--- src/rtl/systolic_skew_feeder.sv ---
// rtl/systolic_skew_feeder.sv - buffers K operand beats and emits diagonally skewed lane streams for a systolic array edge.
// Optional stall input is enabled with SKEW_FEEDER_STALL_EN.
module systolic_skew_feeder #(
    parameter int N  = 4,
    parameter int K  = 4,
    parameter int DW = 4
) (
    input  logic            clk_i,
    input  logic            rst_ni,
`ifdef SKEW_FEEDER_STALL_EN
    input  logic            stall_i,
`endif
    input  logic            in_valid_i,
    output logic            in_ready_o,
    input  logic [N*DW-1:0] in_data_i,
    output logic [N*DW-1:0] feed_o,
    output logic            feed_valid_o,
    output logic            busy_o,
    output logic            done_o
);

    localparam int CW = $clog2(K + N);
    localparam logic [CW-1:0] T_LAST    = CW'(K + N - 2);
    localparam logic [CW-1:0] BEAT_LAST = CW'(K - 1);

    typedef enum logic [1:0] {IDLE, LOAD, STREAM} state_t;

    state_t          state_q, state_d;
    logic [CW-1:0]   beat_cnt_q, t_q, step_sel;
    logic [N*DW-1:0] buf_q [K];
    logic [N*DW-1:0] vec_next;
    logic            accept, last_beat, stall, advance, stream_end;

`ifdef SKEW_FEEDER_STALL_EN
    assign stall = stall_i;
`else
    assign stall = 1'b0;
`endif

    assign accept     = in_valid_i && in_ready_o;
    assign last_beat  = accept && (beat_cnt_q == BEAT_LAST);
    assign advance    = (state_q == STREAM) && !stall;
    assign stream_end = advance && (t_q == T_LAST);

    always_ff @(posedge clk_i or negedge rst_ni) begin
        if (!rst_ni) begin
            state_q <= IDLE;
        end else begin
            state_q <= state_d;
        end
    end

    always_comb begin
        state_d = state_q;
        case (state_q)
            IDLE, LOAD: begin
                if (last_beat) begin
                    state_d = STREAM;
                end else if (accept) begin
                    state_d = LOAD;
                end
            end
            STREAM: begin
                if (stream_end) begin
                    state_d = IDLE;
                end
            end
            default: state_d = IDLE;
        endcase
    end

    always_comb begin
        in_ready_o = (state_q != STREAM);
        busy_o     = (state_q != IDLE);
    end

    // Vector for the step about to be shown; the final beat is forwarded so t=0 needs no extra cycle.
    always_comb begin
        step_sel = (state_q == STREAM) ? t_q + CW'(1) : '0;
        vec_next = '0;
        for (int r = 0; r < N; r++) begin
            for (int k = 0; k < K; k++) begin
                if (int'(step_sel) == r + k) begin
                    vec_next[r*DW +: DW] = (last_beat && k == K - 1) ? in_data_i[r*DW +: DW]
                                                                     : buf_q[k][r*DW +: DW];
                end
            end
        end
    end

    always_ff @(posedge clk_i or negedge rst_ni) begin
        if (!rst_ni) begin
            beat_cnt_q   <= '0;
            t_q          <= '0;
            feed_o       <= '0;
            feed_valid_o <= 1'b0;
            done_o       <= 1'b0;
            for (int k = 0; k < K; k++) begin
                buf_q[k] <= '0;
            end
        end else begin
            done_o <= 1'b0;
            if (accept) begin
                for (int k = 0; k < K; k++) begin
                    if (beat_cnt_q == CW'(k)) begin
                        buf_q[k] <= in_data_i;
                    end
                end
                beat_cnt_q <= last_beat ? '0 : beat_cnt_q + CW'(1);
            end
            if (last_beat) begin
                t_q          <= '0;
                feed_o       <= vec_next;
                feed_valid_o <= 1'b1;
            end else if (stream_end) begin
                t_q          <= '0;
                feed_o       <= '0;
                feed_valid_o <= 1'b0;
                done_o       <= 1'b1;
            end else if (advance) begin
                t_q    <= t_q + CW'(1);
                feed_o <= vec_next;
            end
        end
    end

endmodule
--- config.mk ---
export PLATFORM = sky130hd
export DESIGN_NAME = systolic_skew_feeder
export DESIGN_NICKNAME = d
export VERILOG_FILES = /design/src/rtl/systolic_skew_feeder.sv
export SDC_FILE = /design/constraint.sdc
export NUM_CORES = 1
export LEC_CHECK = 0
export BUFFER_PORTS_ARGS = -buffer_cell sky130_fd_sc_hd__buf_2
export CAP_MARGIN = 5
export CORE_MARGIN = 4
export CORE_UTILIZATION = 40
export DETAILED_ROUTE_END_ITERATION = 16
export GPL_TIMING_DRIVEN = 0
export HOLD_SLACK_MARGIN = 0.15
export REMOVE_ABC_BUFFERS = 1
export SLEW_MARGIN = 20
export SYNTH_ARGS = -nofsm -noshare
export SYNTH_HDL_FRONTEND = slang
export SYNTH_SLANG_ARGS = --single-unit
--- constraint.sdc ---
create_clock -name clk_i -period 3.6 [get_ports clk_i]
set_clock_uncertainty 0.05 [all_clocks]
set_input_delay 0.54 -clock clk_i [delete_from_list [all_inputs] [get_ports clk_i]]
set_output_delay 0.54 -clock clk_i [all_outputs]
set_load 0.01 [all_outputs]
Word level (Yosys, flattened, before mapping)
Cells that the tools add are included.
{ "word_totals": {"elab_cells": 78, "ff_bits": 90, "output_inout_bits": 20, "in_bits": 19} }
{ "op_classes": {"n_eq_ne": 15, "n_reduce_logical": 15, "muxes": 36, "n_addsub": 2} }
{ "ops": {"columns": ["cell", "n"], "rows": [
  ["2-to-1 mux 4 bit", 20],
  ["2-to-1 mux 16 bit", 3],
  ["== test 3 bit, second input constant", 5],
  ["2-to-1 mux 3 bit", 5],
  ["== test 3 x 2 -> 1 bit, second input constant", 4],
  ["AND reduction 2 bit", 5],
  ["adder 3 x 1 -> 3 bit, second input constant", 2],
  ["zero test 3 bit", 2],
  ["2-to-1 mux 2 bit", 3],
  ["2-to-1 mux 1 bit", 4],
  ["case mux 2 bit (2 select lines)", 1],
  ["nonzero test 2 bit", 2],
  ["== test 3 x 1 -> 1 bit, second input constant", 1],
  ["logical AND 1 bit", 3],
  ["inequality test 3 bit, second input constant", 1],
  ["nonzero test 3 bit", 1],
  ["== test 2 x 1 -> 1 bit, second input constant", 1],
  ["== test 2 bit, second input constant", 1],
  ["zero test 2 bit", 1],
  ["inequality test 2 x 1 -> 1 bit, second input constant", 1],
  ["inequality test 2 bit, second input constant", 1],
  ["OR reduction 2 bit", 1]
]} }

Depth between registers and ports, before layout
{ "logic_depth": {"ltp_word": 10, "depth_mapped": 9, "mapped_depth_nobuf": 6} }

Least setup slack after synthesis
No wires, ideal clock.
{ "synth_path": {"kind": "register to register", "startpoint": "reg t_q[0]", "endpoint": "reg feed_o[12]", "path_buffers": 3, "t_arrival_ns": 2.022, "t_required_ns": 3.456, "period_less_slack_ns": 2.166, "stages_incl_launch_ff": 9, "setup_time_ns": 0.094, "slack_ns": 1.434, "cell_sequence": "dfrtp_1 > buf_2 > inv_2 > ha_1 > clkbuf_1 > clkbuf_1 > nor3_1 > a221oi_1 > a211oi_1"} }
{ "synth_between": {"elab_chain_len": 10, "elab_cells_between_ends": 16, "cone_classes": "add/sub (1); eq/ne (5); mux (8); reduce/logical (2)"} }
{ "synth_rtl": {"columns": ["element", "line", "rtl"], "rows": [
  ["start, declared", "29", "logic [CW-1:0] beat_cnt_q, t_q, step_sel;"],
  ["start signal, assigned", "121", "t_q <= t_q + CW'(1);"],
  ["adder 3 x 1 -> 3 bit", "79", "step_sel = (state_q == STREAM) ? t_q + CW'(1) : '0;"],
  ["2-to-1 mux 3 bit", "79", null],
  ["== test 3 bit", "83", "if (int'(step_sel) == r + k) begin"],
  ["2-to-1 mux 4 bit (4 in a row)", "83", null],
  ["2-to-1 mux 16 bit", "120", "end else if (advance) begin"],
  ["2-to-1 mux 16 bit", "115", "end else if (stream_end) begin"],
  ["2-to-1 mux 16 bit", "111", "if (last_beat) begin"],
  ["end signal, assigned", "113", "feed_o <= vec_next;"],
  ["end signal, assigned", "122", "feed_o <= vec_next;"],
  ["end, declared", "16", "output logic [N*DW-1:0] feed_o,"]
]} }
Several ways; a longest one is shown, not always the timed one. The select of a mux whose other input is x is not followed.
A chain may end at the register's enable or synchronous reset.

Final worst setup path
{ "layout_path": {"startpoint": "reg t_q[0]", "endpoint": "reg feed_o[8]"} }
The elaborated chain is that of the path after synthesis.

==> metrics <==
Via Count 2924; DRT antenna net count 0; synth warn 0; Final Cycle Share 85.0%; Peak VDD IR 265 uV; CP Capture Type flip-flop; worst-skew pair later-pin latency 0.36 ns; Clock Tree Root clkbuf_8; Detailed Place HPWL 6370 um; RSZ-0062 raised after global routing no; status completed; Setup Total Neg Slack 0 ns; FF+latch area 0.00225 sq mm; share of layout cells above drive strength 1 30.2%; number of vias per cell 5.58; Primary FF master, synth dfrtp_1; final WL 10200 um; EDFF count, synth 0; final setup vio count 0; distinct cell type count after synthesis 50; Synth area leader dfrtp_1; 1st-iter DRT viols 61; vias in the first global route 3102; Crit Path Max Fanout 25; XOR/XNOR Fraction of Synth Area 0.743%; CTS buffer count 9; flops & latches, synth 90; post-synthesis area per instance 12.4 sq um; grt total ovfl 0; Max Cap Violations 0; fraction of the mapped netlist area in compound gates 11.0%; Hold Vio Cnt, Final 0; die area 0.0127 sq mm; clock sinks 90; initial antenna violation count 0; H-Tree Depth 3; clock-pin slew on the worst setup and hold paths 0.09 ns; DR pass1 iterations 4; largest family of logic cells by synthesized area multiplexers; top-count cell post-synth dfrtp_1; Inserted Diodes 0; Seq/Total Area, Yosys 51.4%; area delta synth->final 12.1%; Leak Pwr 0.00227 uW; power per cell area 837 mW/mm^2; Placed Instances 507; GP Congestion 0.762; Adder-Cell Fraction of Synth Area 2.00%; Final Max Tran Viols 0; post-synth top area share 51.4%; CTS tree done; Post-synth top cells dfrtp_1 (90), mux2_4 (30), nand2_1 (25); signal arrival time at the worst endpoint 3.29 ns; IO buf count 38; max_slew headroom 39.5%; Syn Inst Count 353; Setup CP Type reg2reg; Final Instance Count excl. Fillers 524; mux cell area share after synthesis 19.5%; fill count 973; Worst-Margin Slew 0.903 ns; nets@finish 409; top post-synthesis cells by area dfrtp_1 (51%), mux2_4 (10%), mux2_1 (4.6%); Initial Utilization 41.7%; CP startpoint kind flip-flop; fmax 327 MHz; Die W 113 um; ys async rst share 100%; largest net degree at the start of global routing 53; wire per inst 19.5 um; DR DRC count 0; min Tclk post-route 3.06 ns; first-pass GRT wire length 16700 um; Total GRT Usage 16.8%; Worst Hold Class in2reg; simple-gate share of the synthesized area 11.6%; CTS Buffer Depth 2; core area 0.0105 sq mm; Cell Area, Synth 0.00438 sq mm; io pins 39; area of the multi-input gates 0.00198 sq mm; Core Rows 37; CP required 3.83 ns; Die Y 113 um
-- registers in the layout, summed over array words and instances (netlist names) --
name	cells
feed_o	16
beat_cnt_q	3
buf_q	64
feed_valid_o	1
done_o	1
t_q	3
state_q	2
-- placed cells by master, fill, tap and decap left out, types with 2 or more instances in the layout --
cell type	netlist	routed
mux2_1	18	18
a2bb2oi_1	3	3
dfrtp_1	90	89
mux2_2	16	16
a22o_1	4	4
a32oi_1	4	4
nand3_1	12	12
a22oi_1	2	2
nor2b_1	3	2
nand2_1	25	25
and4_1	8	8
a211oi_1	4	4
and3b_1	4	4
inv_1	5	5
bufinv_16	0	2
a21oi_1	20	20
a221o_1	4	4
a31oi_1	4	4
clkbuf_8	0	11
nor3_1	7	7
nand2b_1	4	4
nand2_4	3	3
nor3_2	2	2
a221oi_1	4	4
mux2_4	30	30
nor2_1	14	14
buf_2	6	37
a2111oi_0	4	4
o21ai_0	3	3
mux2i_1	2	2
or2_2	2	2
o311ai_1	3	3
ha_1	7	7
nand4_1	4	4
-- power breakdown --
part / internal (uW) / switching [uW]
combinational: 794 / 766
sequential: 1460 / 303
clock: 430 / 362
total: 2680 / 1430
-- worst max-delay path, stage by stage (launching register included) --
cell     delay, ns
dfrtp_2       0.71
inv_2         0.23
ha_1          0.81
nor2b_1       0.55
nand2_1       0.22
and4_1        0.25
nor3_1        0.17
-- path summary, 6_finish.rpt --
path	start	end	slack [ns]	cells past startpoint
worst min-delay path	in_data_i[3]	buf_q[35]	0.38	2
max in group asynchronous	rst_ni	t_q[0]	2.31	3
worst min register to register	state_q[1]	state_q[0]	0.43	1
worst max-delay path	t_q[0]	feed_o[8]	0.54	6
worst max register to register	t_q[0]	feed_o[8]	0.54	6
min in group asynchronous	rst_ni	buf_q[19]	0.60	2
-- through the flow --
step,setup WS [ns],util (%),hold slack (ns),area (sq um),power (uW)
after floorplan,1.00,-,0.194,4250,2870
after global placement,0.136,43.8,0.412,4610,3280
after detailed placement,0.216,44.4,0.412,4670,3340
after CTS,0.171,46.7,0.370,4910,4130
after global routing,0.268,46.7,0.370,4910,4370
final,0.540,46.7,0.376,4910,4110
-- routing by layer --
metal | track usage [%] | vias up | share of wire [%]
li1 | - | 1364 | -
met1 | 21.5 | 1492 | 46
met2 | 28.1 | 53 | 49
met3 | 3.18 | 15 | 2.9
met4 | 6.41 | 0 | 1.8
met5 | 0 | - | 0
-- cell type report --
type                            instances  share of cell area (%)
Sequential cell                        90                    45.9
Multi-Input combinational cell        234                    40.3
Tap cell                              136                    3.47
Clock inverter                          4                    1.50
Timing Repair Buffer                   41                    5.07
Inverter                                7                   0.586
Clock buffer                           12                    3.16
-- cells by family (layout without fill, tap and decap cells) --
kind of cell | count (synthesis) | in the layout
adders and majority gates | 7 | 7
xor gates and xnor gates | 2 | 2
DFF | 90 | 90
buffers and inverters | 29 | 64
muxes | 66 | 66
and+or+nand+nor | 92 | 92
AOI/OAI and AO/OA | 67 | 67
-- repair_timing --
item	in CTS	in global routing
hold endpoints to repair	38	0
buffers inserted	0	0
endpoints found under the setup margin	0	4
gates resized for setup	0	1
hold buffers	1	0
(Power assumes the default switching activity.)
